### src/rtl/ddr5_adr_pkg.sv
// Shared constants for the DDR5 ADR sequencer.
// FSM encodings are visible on the debug state port.
package ddr5_adr_pkg;

   localparam logic [2:0] S_IDLE    = 3'd0;
   localparam logic [2:0] S_ARMED   = 3'd1;
   localparam logic [2:0] S_TRIGGER = 3'd2;
   localparam logic [2:0] S_WAIT    = 3'd3;
   localparam logic [2:0] S_HOLD    = 3'd4;

   localparam int DEF_T_DEBOUNCE = 4;
   localparam int DEF_T_TIMEOUT  = 50000;

endpackage

### src/rtl/ddr5_adr_sync.sv
// Two-flop synchronizer with a selectable reset value.
// Reset is synchronous and active-low.
module ddr5_adr_sync #(
   parameter logic RST_VAL = 1'b0
) (
   input  logic iClk,
   input  logic iRst_n,
   input  logic iD,
   output logic oQ
);

   logic meta;

   always_ff @(posedge iClk) begin
      if (!iRst_n) begin
         meta <= RST_VAL;
         oQ   <= RST_VAL;
      end else begin
         meta <= iD;
         oQ   <= meta;
      end
   end

endmodule

### src/rtl/ddr5_adr_ctrl.sv
// ADR sequencer: AC-fail debounce, PCH trigger, completion wait,
// then per-MC ADR hold for DIMMs whose DRAM rail was good.
module ddr5_adr_ctrl
   import ddr5_adr_pkg::*;
#(
   parameter int MC_SIZE    = 4,
   parameter int T_DEBOUNCE = DEF_T_DEBOUNCE,
   parameter int T_TIMEOUT  = DEF_T_TIMEOUT
) (
   input  logic               iClk,
   input  logic               iRst_n,
   input  logic               iADR_EN,
   input  logic               iPWRGD_PS_PWROK,
   input  logic               iFM_AC_FAIL_N,
   input  logic               iFM_ADR_COMPLETE,
   input  logic [MC_SIZE-1:0] iPWRGD_DRAMPWRGD_OK,
   output logic               oFM_ADR_TRIGGER_N,
   output logic [MC_SIZE-1:0] oADR_LOGIC,
   output logic               oADR_TIMEOUT,
   output logic [2:0]         oADR_STATE
);

   localparam int DW = $clog2(T_DEBOUNCE) + 1;
   localparam int TW = $clog2(T_TIMEOUT) + 1;
   localparam logic [DW-1:0] DB_LIM = DW'(T_DEBOUNCE - 1);
   localparam logic [TW-1:0] TO_LIM = TW'(T_TIMEOUT - 1);

   logic               acNs;
   logic               cmplS;
   logic [2:0]         state;
   logic [2:0]         nxt;
   logic               toHit;
   logic [DW-1:0]      dbCnt;
   logic [TW-1:0]      toCnt;
   logic [MC_SIZE-1:0] mask;
   logic               trigNQ;
   logic [MC_SIZE-1:0] logicQ;
   logic               timeoutQ;

   ddr5_adr_sync #(.RST_VAL(1'b1)) uAcSync (
      .iClk   (iClk),
      .iRst_n (iRst_n),
      .iD     (iFM_AC_FAIL_N),
      .oQ     (acNs)
   );

   ddr5_adr_sync #(.RST_VAL(1'b0)) uCmplSync (
      .iClk   (iClk),
      .iRst_n (iRst_n),
      .iD     (iFM_ADR_COMPLETE),
      .oQ     (cmplS)
   );

   // Trigger wins over a coincident enable/PWROK drop in ARMED.
   always_comb begin
      nxt   = state;
      toHit = 1'b0;
      unique case (state)
         S_IDLE:
            if (iADR_EN && iPWRGD_PS_PWROK) nxt = S_ARMED;
         S_ARMED:
            if (!acNs && dbCnt == DB_LIM) nxt = S_TRIGGER;
            else if (!iADR_EN || !iPWRGD_PS_PWROK) nxt = S_IDLE;
         S_TRIGGER:
            nxt = S_WAIT;
         S_WAIT:
            if (cmplS) nxt = S_HOLD;
            else if (toCnt == TO_LIM) begin
               nxt   = S_HOLD;
               toHit = 1'b1;
            end
         S_HOLD:
            nxt = S_HOLD;
         default:
            nxt = S_IDLE;
      endcase
   end

   always_ff @(posedge iClk) begin
      if (!iRst_n) begin
         state    <= S_IDLE;
         dbCnt    <= '0;
         toCnt    <= '0;
         mask     <= '0;
         timeoutQ <= 1'b0;
         trigNQ   <= 1'b1;
         logicQ   <= '0;
      end else begin
         state <= nxt;
         if (state == S_ARMED && nxt == S_ARMED && !acNs)
            dbCnt <= (dbCnt == DB_LIM) ? dbCnt : dbCnt + DW'(1);
         else
            dbCnt <= '0;
         if (state == S_WAIT && nxt == S_WAIT)
            toCnt <= (toCnt == TO_LIM) ? toCnt : toCnt + TW'(1);
         else
            toCnt <= '0;
         if (state == S_TRIGGER) mask <= iPWRGD_DRAMPWRGD_OK;
         if (toHit) timeoutQ <= 1'b1;
         trigNQ <= !(nxt == S_TRIGGER || nxt == S_WAIT || nxt == S_HOLD);
         logicQ <= (nxt == S_HOLD) ? mask : '0;
      end
   end

   assign oFM_ADR_TRIGGER_N = trigNQ;
   assign oADR_LOGIC        = logicQ;
   assign oADR_TIMEOUT      = timeoutQ;
   assign oADR_STATE        = state;

endmodule

### config.mk
export PLATFORM = sky130hd
export DESIGN_NAME = ddr5_adr_ctrl
export DESIGN_NICKNAME = d
export VERILOG_FILES = /design/src/rtl/ddr5_adr_pkg.sv /design/src/rtl/ddr5_adr_sync.sv /design/src/rtl/ddr5_adr_ctrl.sv
export SDC_FILE = /design/constraint.sdc
export NUM_CORES = 1
export LEC_CHECK = 0
export BUFFER_PORTS_ARGS = -buffer_cell sky130_fd_sc_hd__buf_2
export CAP_MARGIN = 20
export CORE_ASPECT_RATIO = 0.5
export CORE_MARGIN = 4
export CORE_UTILIZATION = 35
export DETAILED_ROUTE_END_ITERATION = 7
export GPL_TIMING_DRIVEN = 0
export PLACE_DENSITY = 0.53
export REMOVE_ABC_BUFFERS = 1
export SYNTH_ARGS = -nofsm -noshare
export SYNTH_HDL_FRONTEND = slang
export SYNTH_SLANG_ARGS = --single-unit
### constraint.sdc
create_clock -name iClk -period 1.4 [get_ports iClk]
set_input_delay 0.21 -clock iClk [delete_from_list [all_inputs] [get_ports iClk]]
set_output_delay 0.21 -clock iClk [all_outputs]
set_load 0.005 [all_outputs]
; Word-level counts from Yosys, hierarchy flattened
; Index checks and enable logic that the tools add are counted.
[totals]
ff_bits = 37
elab_cells = 48
[op_classes]
addsub = 2
n_eq_ne = 10
n_mux = 9
reduce_logical = 16
[op_table]
columns = cell, n
row1 = $add 17x1->17 const B, 1
row2 = $eq 17x16->1 const B, 1
row3 = $eq 3x2->1 const B, 5
row4 = $mux 3, 5
row5 = $pmux 3 s5, 1
row6 = $eq 3x1->1 const B, 2
row7 = $eq 3x3->1 const B, 2
row8 = $reduce_and 2->1, 3
row9 = $logic_and 1x1->1, 5
row10 = $logic_not 1->1, 4
row11 = $add 3x1->3 const B, 1
row12 = $logic_not 3->1, 1
row13 = $logic_or 1x1->1, 3
row14 = $mux 1, 3

; Longest topological paths before layout
; Gate-level depths: netlist of run 1.
[depth]
depth_word = 9
mapped_depth = 6
depth_no_buf = 6

; By module
; A second synthesis of run 1 with hierarchy kept.
[unflattened]
hier_cells = 161
area_unflattened_um2 = 1549.0
[by_module_without_submodules]
columns = mod, instances, cells_each, area_per_inst_um2, seq_area_each_um2
row1 = ddr5_adr_ctrl, 1, 153, 1443.9, 660.6
row2 = ddr5_adr_sync, 2, 4, 52.6, 40.0

; Least setup slack after synthesis of run 1
; Ideal clock, no wire load.
[synth_timing]
path_type = reg-to-reg
startpoint = register toCnt[0]
endpoint = register logicQ[0], in the netlist oADR_LOGIC[0]
t_arrival_ps = 1327
t_required_ps = 1271
setup_slack_ps = -56
path_stages_with_launch = 6
n_path_buf = 0
period_less_slack_ps = 1456
path_cell_list = dfxtp_1 -> ha_1 -> and3_1 -> and3_4 -> a221oi_2 -> nor2_1
[synth_between]
elab_chain_len = 6
[synth_lines]
columns = element, line
row1 = from (decl), ddr5_adr_ctrl.sv:34  ; logic [TW-1:0] toCnt;
row2 = from (signal assigned), ddr5_adr_ctrl.sv:95  ; toCnt <= (toCnt == TO_LIM) ? toCnt : toCnt + TW'(1);
row3 = $eq 17x16->1, ddr5_adr_ctrl.sv:68  ; else if (toCnt == TO_LIM) begin
row4 = $mux 3, ddr5_adr_ctrl.sv:68
row5 = $mux 3, ddr5_adr_ctrl.sv:67  ; if (cmplS) nxt = S_HOLD;
row6 = $pmux 3 s5, ddr5_adr_ctrl.sv:58  ; unique case (state)
row7 = $eq 3x3->1, ddr5_adr_ctrl.sv:101  ; logicQ <= (nxt == S_HOLD) ? mask : '0;
row8 = $reduce_and 2->1 (no line), n/a
row9 = to (signal assigned), ddr5_adr_ctrl.sv:101
row10 = to (decl), ddr5_adr_ctrl.sv:37  ; logic [MC_SIZE-1:0] logicQ;
; Every way passes these cells.
; A chain may end at the register's enable or synchronous reset.

; Worst setup path in the final report of run 1
[layout_timing]
startpoint = register toCnt[1]
endpoint = register state[2], in the netlist oADR_STATE[2]
[layout_between]
elab_chain_len = 4
[layout_lines]
columns = element, line
row1 = $eq 17x16->1, ddr5_adr_ctrl.sv:68
row2 = $mux 3, ddr5_adr_ctrl.sv:68
row3 = $mux 3, ddr5_adr_ctrl.sv:67
row4 = $pmux 3 s5, ddr5_adr_ctrl.sv:58
row5 = to (signal assigned), ddr5_adr_ctrl.sv:89  ; state <= nxt;
row6 = to (decl), ddr5_adr_ctrl.sv:30  ; logic [2:0] state;
; Every way passes these cells.

==> impl_results.md, run 1 <==
* Worst hold path type: primary input to register
* Worst slew margin at 78.89%
* Final cycle utilization of the critical path at 100.4%
* Critical Path Source Type: register
* Number of maximum-capacitance constraint violations at 0
* Total routing resource utilization after global routing at 12.60%
* Pin count of the biggest net entering global routing at 19
* Count of input and output buffers at 18
* Cells taking the most area after synthesis: sky130_fd_sc_hd__dfxtp_1 46%, sky130_fd_sc_hd__xnor2_1 7.6%, sky130_fd_sc_hd__nor2_1 6.5%
* Post-DR vias/cell at 5.004
* Initial antenna violation count at 0
* DR vias at 1311
* Share of synthesized flip-flops with an asynchronous set or reset at 0%
* Critical path capture point type: register
* Area of all placed cells without fillers at 0.002069 mm^2
* Number of levels the H-tree was split into at 2
* Cell count after synthesis at 174
* Fraction of the yosys area taken by sequential cells at 45.64%
* Clk_skew at 0.005117 ns
* M1 GR Usage at 15.45%
* Arrival time of data at the critical path endpoint at 1.57 ns
* Worst slack, placed at -0.3133 ns
* Most congested layer reported by global routing: met2
* Sequential cell area at 772.0 um^2
* Root cell of the clock tree: sky130_fd_sc_hd__clkbuf_8
* Starting Density at 36.50%
* Worst setup slack after layout at -0.005349 ns
* Master of the slowest instance on the critical path: sky130_fd_sc_hd__dfxtp_4
* Number of placed I/O pins at 19
* Die boundary height at 56.15 um
* Critical path class: register to register
* Cell row count at 17
* Final HPWL from detailed placement at 2138 um
* Dominant delay contributor by cell family on the critical path: simple AND/OR/NAND/NOR gates
* Failing checks: negative setup slack
* Met2 routing resource usage after global routing at 20.18%
* Violation count after the first detailed-routing iteration at 51
* Wire length of the first global-routing pass at 5961 um
* Clock network fraction of total power at 39.4%
* 1st-pass router iterations at 5
* Cell-by-cell listing of the critical path: ha_4 -> and3_4 -> and3_4 -> a221oi_4 -> nor2b_1
* Num CTS Buffers at 5
* Clk sink count at 37
* Pwr per Cell Area at 876.6 mW/mm^2
* Number of distinct library cell variants in the gate-level netlist after synthesis at 36
* CTS clock-pin slew for the worst setup and hold paths at 0.07 ns
* RSZ-0062 raised after global routing: yes
* Clock insertion delay at the later pin of the skew report at 0.29 ns
* Worst-case vdd ir drop at 0.3442 mV
* Most common flop cell mapped by yosys: sky130_fd_sc_hd__dfxtp_1
* Switching share of power at 21.44%
* Most numerous cell on the critical path: sky130_fd_sc_hd__and3_4
* Final Critical Period at 1.405 ns
* Number of enable-type register cells in the synthesized netlist at 0
* Internal Pwr Total at 1.425 mW
* Final Setup Violations at 1
* Leakage power at 0.6754 nW
* Average footprint of a synthesized cell at 9.326 um^2
* Bufs and invs on worst path at 0
* Final-report hold violation count at 0
* Grt ovf at 0
* Overall power of the completed layout at 1.814 mW
* Slowest cell delay on critical path at 0.36 ns
* Worst hold margin at 0.1018 ns
* Net switching component of the power at 0.3890 mW
* Antenna diode count at 0
* Proportion of layout cells with a drive suffix above 1 at 35.12%
* RePlAce Congestion at 0.7682
* Multi-input gate area in the final layout at 973.4 um^2
* Post-place instance area at 0.001748 mm^2
* Gate power share at 2.4%
* Flip-flop and latch count after synthesis at 37
* Data required time at the worst endpoint at 1.57 ns
* CTS tree: yes
* Synth top area share at 45.64%
* F_max at 711.6 MHz
* Outcome: finished with violations
* Yosys Warn Count at 0
* Number of nets in the layout at 217
* Post-synthesis cell area at 0.001623 mm^2
* Critical-path maximum fanout at 6
* Die extent in x at 104.3 um
* Routed WL per cell at 13.34 um
* Met3 track demand over resource in global routing at 4.056%
* WL final at 3496 um
* Die ar. at 0.005856 mm^2
* Core box area at 0.004446 mm^2
* Total negative setup slack at -0.005349 ns
* Pin slew with the least headroom to its limit at 0.3140 ns
* Pins Over Slew Limit at 0
* Number of global-route vias before repair at 1282
* Total DRC errors in the routed layout at 0
* Sequential power share at 58.2%
* CTS Buffer Depth at 2
* Cell taking the most area after synthesis: sky130_fd_sc_hd__dfxtp_1
* DRT antenna net count at 0
* Fill count at 428
* Layout overhead on the synthesized area at 27.52%
-- per-stage QoR --
step / instances / utilization [%]
after floorplan: 169 / -
after global placement: 244 / 39.32
after detailed placement: 244 / 39.32
after CTS: 258 / 44.41
after global routing: 262 / 46.55
final: 262 / 46.55
-- cells in the mapped netlist, types with 3 or more instances --
master / instances
sky130_fd_sc_hd__a21oi_1: 3
sky130_fd_sc_hd__and2_1: 3
sky130_fd_sc_hd__dfxtp_1: 37
sky130_fd_sc_hd__ha_1: 3
sky130_fd_sc_hd__inv_1: 4
sky130_fd_sc_hd__mux2i_1: 5
sky130_fd_sc_hd__nand2_1: 12
sky130_fd_sc_hd__nand2b_1: 3
sky130_fd_sc_hd__nand3_1: 10
sky130_fd_sc_hd__nand4_1: 5
sky130_fd_sc_hd__nor2_1: 28
sky130_fd_sc_hd__nor2b_1: 7
sky130_fd_sc_hd__nor3_1: 6
sky130_fd_sc_hd__nor4_1: 5
sky130_fd_sc_hd__o21ai_0: 4
sky130_fd_sc_hd__xnor2_1: 14
-- cell usage in the layout, fill, tap and decap left out, drive strengths merged, types with 2 or more instances in the layout --
cell type	n
buf	27
o21ai	4
nand2b	3
a21o	2
xor2	2
nor3	6
dfxtp	37
a21oi	3
clkbuf	8
a221oi	2
nand3	10
nor4	6
mux2i	5
nor2b	8
and3	2
nand2	12
and2	3
inv	4
xnor2	14
nor2	28
nand4	5
and4b	2
ha	3
-- cell families after synthesis --
kind of cell | count (synthesis) | synth area share [%]
AO/OA/AOI/OAI | 15 | 7.248
XOR/XNOR | 16 | 8.636
adder cells (fa/ha/maj) | 3 | 2.313
buffers and inverters | 9 | 3.161
flip-flops | 37 | 45.64
multiplexers | 6 | 3.778
AND/OR/NAND/NOR | 88 | 29.22
-- layer usage --
metal	vias up	part of all wire, %
met3	10	3.9
met2	23	47
met5	-	0
li1	661	-
met4	0	2.1
met1	617	47
-- layout make-up --
cell class	count	share of cell area, %
Multi-Input combinational cell	129	47.04
Inverter	4	0.7255
Tap cell	57	3.446
Timing Repair Buffer	27	7.618
Clock buffer	8	3.869
Sequential cell	37	37.30
-- worst paths after layout --
path	slack, ns	startpoint	depth (start not counted)	to
worst max-delay path	-0.005	toCnt[1]	5	oADR_STATE[2]
worst max register to register	-0.005	toCnt[1]	5	oADR_STATE[2]
worst min-delay path	0.10	iFM_AC_FAIL_N	2	uAcSync.meta
worst min register to register	0.41	uAcSync.meta	1	uAcSync.oQ
-- state kept, by name, summed over array words and instances (netlist names) --
name / cells
uCmplSync.oQ: 1
uCmplSync.meta: 1
toCnt: 17
mask: 4
oADR_LOGIC: 4
dbCnt: 3
uAcSync.meta: 1
oADR_STATE: 3
oADR_TIMEOUT: 1
uAcSync.oQ: 1
oFM_ADR_TRIGGER_N: 1
-- power by group through the flow --
stage / clock network, mW / logic (mW) / registers (mW)
finish: 0.715 / 0.0428 / 1.06
global route: 0.785 / 0.0484 / 1.06
CTS: 0.735 / 0.0428 / 1.06
detailed placement: 0 / 0.0390 / 1.09
global placement: 0 / 0.0383 / 1.09
floorplan: 0 / 0.0164 / 1.09
-- worst register-to-register path, stage by stage (launching register included) --
cell	delay (ns)
sky130_fd_sc_hd__dfxtp_4	0.36
sky130_fd_sc_hd__ha_4	0.16
sky130_fd_sc_hd__and3_4	0.18
sky130_fd_sc_hd__and3_4	0.18
sky130_fd_sc_hd__a221oi_4	0.33
sky130_fd_sc_hd__nor2b_1	0.08
-- what timing repair did --
action,CTS,global route
hold buffers,0,0
resized for setup,22,21
setup buffers,5,4
pin swaps,11,7
gates cloned,1,0
setup endpoints to repair,33,29
(Power assumes the default switching activity.)
==> run 2, diff against run 1 <==
--- a/config.mk
+++ b/config.mk
@@ -8,11 +8,11 @@
 export BUFFER_PORTS_ARGS = -buffer_cell sky130_fd_sc_hd__buf_2
 export CAP_MARGIN = 20
 export CORE_ASPECT_RATIO = 0.5
-export CORE_MARGIN = 4
+export CORE_MARGIN = 1
 export CORE_UTILIZATION = 35
 export DETAILED_ROUTE_END_ITERATION = 7
 export GPL_TIMING_DRIVEN = 0
-export PLACE_DENSITY = 0.53
+export PLACE_DENSITY = 0.51
 export REMOVE_ABC_BUFFERS = 1
 export SYNTH_ARGS = -nofsm -noshare
 export SYNTH_HDL_FRONTEND = slang
==> constraint.sdc (replaced) <==
create_clock -name iClk -period 1.3 [get_ports iClk]
set_input_delay 0.195 -clock iClk [delete_from_list [all_inputs] [get_ports iClk]]
set_output_delay 0.195 -clock iClk [all_outputs]
set_load 0.005 [all_outputs]
==> run 2 against run 1 <==
Effect of this change: the run ends with design-rule violations, negative setup slack left; sequential share of layout area down 2.3 points; clock power up 11%; final area up 7.3%; die area down 16%; total power up 8.8%; non-clock buffer count up 7; utilization up 3.6 points; sequential power up 8%; first-iteration DRC count down 43%; critical path type unchanged; critical endpoint unchanged; largest power group unchanged.
==> impl_results.md, run 2 (synthesis gave the netlist of run 1 again) <==
* Master of the slowest instance on the critical path: sky130_fd_sc_hd__dfxtp_4
* 1st-pass router iterations at 8 (+3)
* CTS clock-pin slew for the worst setup and hold paths at 0.07 ns (about the same)
* Data required time at the worst endpoint at 1.46 ns (-0.11 ns)
* Final Setup Violations at 25 (+24)
* Commonest cells after routing, fill and taps aside: 24 x sky130_fd_sc_hd__nor2_1, 20 x sky130_fd_sc_hd__dfxtp_1, 18 x sky130_fd_sc_hd__buf_2
* Cell row count at 17 (unchanged)
* Die boundary height at 50.15 um (-11%)
* Hold Path Stages at 2 (unchanged)
* Fill count at 417 (-2.6%)
* Pins Over Slew Limit at 0 (unchanged)
* RSZ-0062 raised after global routing: yes
* Number of placed I/O pins at 19 (unchanged)
* Hold path start: iFM_AC_FAIL_N
* Number of maximum-capacitance constraint violations at 0 (unchanged)
* Total DRC errors in the routed layout at 2 (+2)
* Worst slew margin at 76.65% (-2.2 points)
* Die ar. at 0.004929 mm^2 (-16%)
* RePlAce Congestion at 0.7557 (-1.6%)
* Initial antenna violation count at 0 (unchanged)
* Pin slew with the least headroom to its limit at 0.3474 ns (+0.03340 ns)
* Slowest cell delay on critical path at 0.35 ns (about the same)
* Count of placed standard cells including taps at 244 (unchanged)
* Leakage power at 0.7887 nW (+17%)
* M1 GR Usage at 18.57% (+3.1 points)
* Post-layout util at 50.20% (+3.6 points)
* Die extent in x at 98.30 um (-5.8%)
* Failing checks: design-rule violations, negative setup slack
* Final-report hold violation count at 0 (unchanged)
* Wire length of the first global-routing pass at 5678 um (-4.7%)
* Hold Path Sink: uAcSync.meta
* Cell-by-cell listing of the critical path: ha_4 -> and3_4 -> and3_4 -> a221oi_4 -> nor2b_1
* Worst-case vdd ir drop at 0.3170 mV (-7.9%)
* DR vias at 1324 (+0.99%)
* Total routing resource utilization after global routing at 15.07% (+2.5 points)
* Worst setup slack after layout at -0.09221 ns (-0.08686 ns)
* End of the worst register-to-register path: oADR_STATE[2]
* Final HPWL from detailed placement at 2032 um (-4.9%)
* Critical path capture point type: register
* Clk sink count at 37 (unchanged)
* CTS Buffer Depth at 2 (unchanged)
* Worst slack, placed at -0.3945 ns (-0.08112 ns)
* Number of nets in the layout at 224 (+3.2%)
* Worst reg-to-reg setup slack at -0.09 ns (-0.09 ns)
* Multi-input gate area in the final layout at 0.001054 mm^2 (+8.2%)
* Outcome: finished with violations
* Path depth of the worst reg2reg path at 5 (unchanged)
* Count of input and output buffers at 18 (unchanged)
* Overall power of the completed layout at 1.974 mW (+8.8%)
* Worst hold path type: primary input to register
* Proportion of layout cells with a drive suffix above 1 at 43.13% (+8.0 points)
* Most numerous cell on the critical path: sky130_fd_sc_hd__and3_4
* Final Critical Period at 1.392 ns (-0.01314 ns)
* Starting Density at 36.68% (+0.18 points)
* Pwr per Cell Area at 888.9 mW/mm^2 (+1.4%)
* Count of non-filler cells in the finished layout at 268 (+2.3%)
* Critical path class: register to register
* Clock insertion delay at the later pin of the skew report at 0.28 ns (about the same)
* Launch instance of the worst register-to-register path: toCnt[0]
* Core box area at 0.004424 mm^2 (-0.48%)
* Num CTS Buffers at 5 (unchanged)
* Layout overhead on the synthesized area at 36.85%
* Antenna diode count at 0 (unchanged)
* Met2 routing resource usage after global routing at 25.23% (+5.1 points)
* Dominant delay contributor by cell family on the critical path: simple AND/OR/NAND/NOR gates
* Final cycle utilization of the critical path at 107.1% (+6.7 points)
* Critical-path maximum fanout at 5 (-1)
* Bufs and invs on worst path at 0 (unchanged)
* Flip-flop count of the largest register, all copies and words added at 17 (unchanged)
* Pin count of the biggest net entering global routing at 19 (unchanged)
* Sequential cell area at 777.0 um^2 (+0.65%)
* Met3 track demand over resource in global routing at 4.735% (+0.68 points)
* Critical Path Source Type: register
* Arrival time of data at the critical path endpoint at 1.56 ns (about the same)
* Count of hold-fix buffers inserted at cts at 0 (unchanged)
* Root cell of the clock tree: sky130_fd_sc_hd__clkbuf_8
* F_max at 718.3 MHz (+0.94%)
* Violation count after the first detailed-routing iteration at 29 (-43%)
* Post-DR vias/cell at 4.940 (-1.3%)
* Most frequent standard cell in the layout excluding fill and tap cells: sky130_fd_sc_hd__nor2_1
* Grt ovf at 0 (unchanged)
* Number of levels the H-tree was split into at 2 (unchanged)
* Reg with most FFs: toCnt
* Number of global-route vias before repair at 1240 (-3.3%)
* Clk_skew at 0.002717 ns (-0.002400 ns)
* CTS tree: yes
* DRT antenna net count at 0 (unchanged)
* Routed WL per cell at 12.65 um (-5.2%)
* Most congested layer reported by global routing: met2
* WL final at 3389 um (-3.1%)
run 2: repair_timing:
| item | in CTS | in global routing |
|---|---|---|
| gates resized for setup | 40 | 25 |
| pin swaps | 26 | 7 |
| gates cloned | 1 | 0 |
| setup buffers | 12 | 4 |
| endpoints found under the setup margin | 33 | 33 |
run 2: how the worst max path moves through the flow:
stage | cells after the start | end | slack [ns] | start
floorplan | 5 | oADR_LOGIC[0] | -0.16 | toCnt[0]
global placement | 6 | dbCnt[2] | -0.39 | dbCnt[0]
detailed placement | 6 | dbCnt[0] | -0.39 | dbCnt[0]
CTS | 5 | oADR_STATE[2] | -0.12 | toCnt[0]
global route | 5 | oADR_LOGIC[1] | -0.16 | toCnt[0]
finish | 5 | oADR_STATE[2] | -0.09 | toCnt[0]
run 2: metal layers:
metal / wire length (um) / up-vias
li1: - / 675
met1: 1726 / 629
met2: 1518 / 15
met3: 107 / 5
met4: 36 / 0
met5: 0 / -
run 2: per-stage QoR:
stage                     setup TNS (ns)  hold WS (ns)  instance area, um^2
final                             -1.068       0.08928                 2221
after global routing              -2.869       0.08604                 2221
after CTS                         -1.141       0.08660                 2081
after detailed placement          -8.414        0.3804                 1748
after global placement            -8.438        0.3763                 1748
after floorplan                   -2.092        0.2680                 1587
run 2: final cells by class:
class	instances	share of cell area [%]
flip-flops and latches	37	34.99
repair buffers	34	9.803
multi-input cells	129	47.44
clock buffers	7	3.887
inverters	4	0.6761
well taps	57	3.211
run 2: report_power, final:
group / total [mW] / internal (mW) / switching, mW / leakage [nW]
Clock: 0.791 / 0.420 / 0.371 / 0.0443
Sequential: 1.14 / 1.13 / 0.00817 / 0.309
Combinational: 0.0461 / 0.0244 / 0.0217 / 0.435
Total: 1.97 / 1.57 / 0.401 / 0.789
==> run 3, diff against run 2 <==
--- a/config.mk
+++ b/config.mk
@@ -13,6 +13,7 @@
 export DETAILED_ROUTE_END_ITERATION = 7
 export GPL_TIMING_DRIVEN = 0
 export PLACE_DENSITY = 0.51
+export RECOVER_POWER = 50
 export REMOVE_ABC_BUFFERS = 1
 export SYNTH_ARGS = -nofsm -noshare
 export SYNTH_HDL_FRONTEND = slang
==> constraint.sdc (replaced) <==
create_clock -name iClk -period 1.75 [get_ports iClk]
set_input_delay 0.2625 -clock iClk [delete_from_list [all_inputs] [get_ports iClk]]
set_output_delay 0.2625 -clock iClk [all_outputs]
set_load 0.005 [all_outputs]
==> run 3 against run 2 <==
Effect of this change: die area unchanged; sequential cell count unchanged; sequential power decreased by 25%; total power decreased by 25%; sequential share of layout area increased by 5.0 points; utilization decreased by 8.4 points; the flow finishes with violations (design-rule violations); final area decreased by 17%; hold slack improved by 0.068 ns.
==> impl_results.md, run 3 (synthesis gave the netlist of run 1 again) <==
* DRT antenna net count at 0 (unchanged)
* Count of input and output buffers at 18 (unchanged)
* WL final at 2935 um (-13%)
* Die ar. at 0.004929 mm^2 (unchanged)
* Commonest cells after routing, fill and taps aside: 37 x sky130_fd_sc_hd__dfxtp_1, 28 x sky130_fd_sc_hd__nor2_1, 16 x sky130_fd_sc_hd__buf_2
* DR vias at 1212 (-8.5%)
* Pin count of the biggest net entering global routing at 19 (unchanged)
* Worst hold path type: primary input to register
* Number of placed I/O pins at 19 (unchanged)
* CTS Buffer Depth at 2 (unchanged)
* Pin slew with the least headroom to its limit at 0.5051 ns (+0.1577 ns)
* Critical-path maximum fanout at 5 (unchanged)
* F_max at 616.9 MHz (-14%)
* Final HPWL from detailed placement at 2032 um (unchanged)
* Clock insertion delay at the later pin of the skew report at 0.28 ns (about the same)
* Data required time at the worst endpoint at 1.93 ns (+0.47 ns)
* Grt ovf at 0 (unchanged)
* Total routing resource utilization after global routing at 13.04% (-2.0 points)
* CTS clock-pin slew for the worst setup and hold paths at 0.07 ns (about the same)
* Violation count after the first detailed-routing iteration at 32 (+10%)
* RSZ-0062 raised after global routing: no
* Fill count at 459 (+10%)
* RePlAce Congestion at 0.7557 (unchanged)
* Count of placed standard cells including taps at 244 (unchanged)
* Post-DR vias/cell at 4.810 (-2.6%)
* Starting Density at 36.68% (unchanged)
* Die extent in x at 98.30 um (unchanged)
* Master of the slowest instance on the critical path: sky130_fd_sc_hd__dfxtp_1
* Core box area at 0.004424 mm^2 (unchanged)
* Critical Path Source Type: register
* Arrival time of data at the critical path endpoint at 1.80 ns (+0.24 ns)
* Flip-flop count of the largest register, all copies and words added at 17 (unchanged)
* Initial antenna violation count at 0 (unchanged)
* Failing checks: design-rule violations
* Most frequent standard cell in the layout excluding fill and tap cells: sky130_fd_sc_hd__dfxtp_1
* Final Setup Violations at 0 (-100%)
* Pins Over Slew Limit at 0 (unchanged)
* Count of hold-fix buffers inserted at cts at 0 (unchanged)
* Critical path capture point type: register
* Num CTS Buffers at 5 (unchanged)
* Count of non-filler cells in the finished layout at 252 (-6.0%)
* Worst-case vdd ir drop at 0.2408 mV (-24%)
* Total negative setup slack at 0 ns (+1.068 ns)
* Clk sink count at 37 (unchanged)
* Antenna diode count at 0 (unchanged)
* Outcome: finished with violations
* Number of levels the H-tree was split into at 2 (unchanged)
* Final cycle utilization of the critical path at 92.63% (-14 points)
* Clk_skew at 0.002149 ns (-0.0005678 ns)
* Number of global-route vias before repair at 1103 (-11%)
* Layout overhead on the synthesized area at 14.03%
* Cell row count at 17 (unchanged)
* Leakage power at 0.6055 nW (-23%)
* Final-report hold violation count at 0 (unchanged)
* Worst slew margin at 66.02% (-11 points)
* Routed WL per cell at 11.65 um (-7.9%)
* Reg with most FFs: toCnt
* Critical path class: register to register
* Die boundary height at 50.15 um (unchanged)
* Wire length of the first global-routing pass at 4940 um (-13%)
* Pwr per Cell Area at 795.2 mW/mm^2 (-11%)
* Final Critical Period at 1.621 ns (+0.2288 ns)
* Slowest cell delay on critical path at 0.35 ns (about the same)
* Cell-by-cell listing of the critical path: ha_1 -> ha_1 -> nor2b_1 -> o21ai_0 -> a221oi_2 -> buf_4 -> nor2_1
* Total DRC errors in the routed layout at 2 (unchanged)
* Proportion of layout cells with a drive suffix above 1 at 16.92% (-26 points)
* Number of nets in the layout at 208 (-7.1%)
* Number of maximum-capacitance constraint violations at 0 (unchanged)
* CTS tree: yes
* Most numerous cell on the critical path: sky130_fd_sc_hd__ha_1
* Root cell of the clock tree: sky130_fd_sc_hd__clkbuf_8
* 1st-pass router iterations at 8 (unchanged)
## run 3: metal layers
layer | up-vias | GRT usage [%] | wire (um)
met4 | 0 | 5.224 | 36
met5 | - | 0 | 0
met3 | 5 | 4.735 | 120
met1 | 548 | 16.39 | 1539
li1 | 643 | - | -
met2 | 16 | 20.54 | 1238
## run 3: through the flow
step	setup WS (ns)	total power, mW	util [%]	hold slack (ns)	area [um^2]
global route	0.0007223	1.537	41.83	0.1532	1851
finish	0.1290	1.471	41.83	0.1577	1851
global placement	0.05979	0.9013	39.51	0.3888	1748
floorplan	0.2944	0.8827	-	0.3355	1587
CTS	0.04047	1.487	41.46	0.1541	1834
detailed placement	0.05553	0.9017	39.51	0.3984	1748
## run 3: area by class of cell
| cell class | instances | area, um^2 | share of cell area (%) |
|---|---|---|---|
| Inverter | 4 | 15.01 | 0.8114 |
| Tap cell | 57 | 71.32 | 3.854 |
| Timing Repair Buffer | 19 | 95.09 | 5.139 |
| Clock buffer | 7 | 86.33 | 4.665 |
| Multi-Input combinational cell | 128 | 842.1 | 45.50 |
| Sequential cell | 37 | 740.7 | 40.03 |
## run 3: worst paths after layout
path	start	end	slack, ns	depth (start not counted)
max	dbCnt[0]	dbCnt[0]	0.13	7
max reg2reg	dbCnt[0]	dbCnt[0]	0.13	7
min	iFM_AC_FAIL_N	uAcSync.meta	0.16	2
min reg2reg	uAcSync.meta	uAcSync.oQ	0.41	1
## run 3: where the power goes
group	switching [mW]	internal, mW	total, mW
clock network	0.274	0.312	0.587
registers	0.00472	0.847	0.852
logic	0.0157	0.0174	0.0331
total	0.295	1.18	1.47
## run 3: timing repair
item / in CTS / in global routing
resized for setup: 0 / 1
hold endpoints to repair: 0 / 0
endpoints found under the setup margin: 0 / 9
setup buffers: 0 / 1
## run 3: critical path, delay by kind of cell (launching register included)
family,cells,cell delay [ns]
AO/OA/AOI/OAI,2,0.36
buffers and inverters,1,0.17
AND/OR/NAND/NOR,2,0.21
flip-flops,1,0.35
adder cells (fa/ha/maj),2,0.43
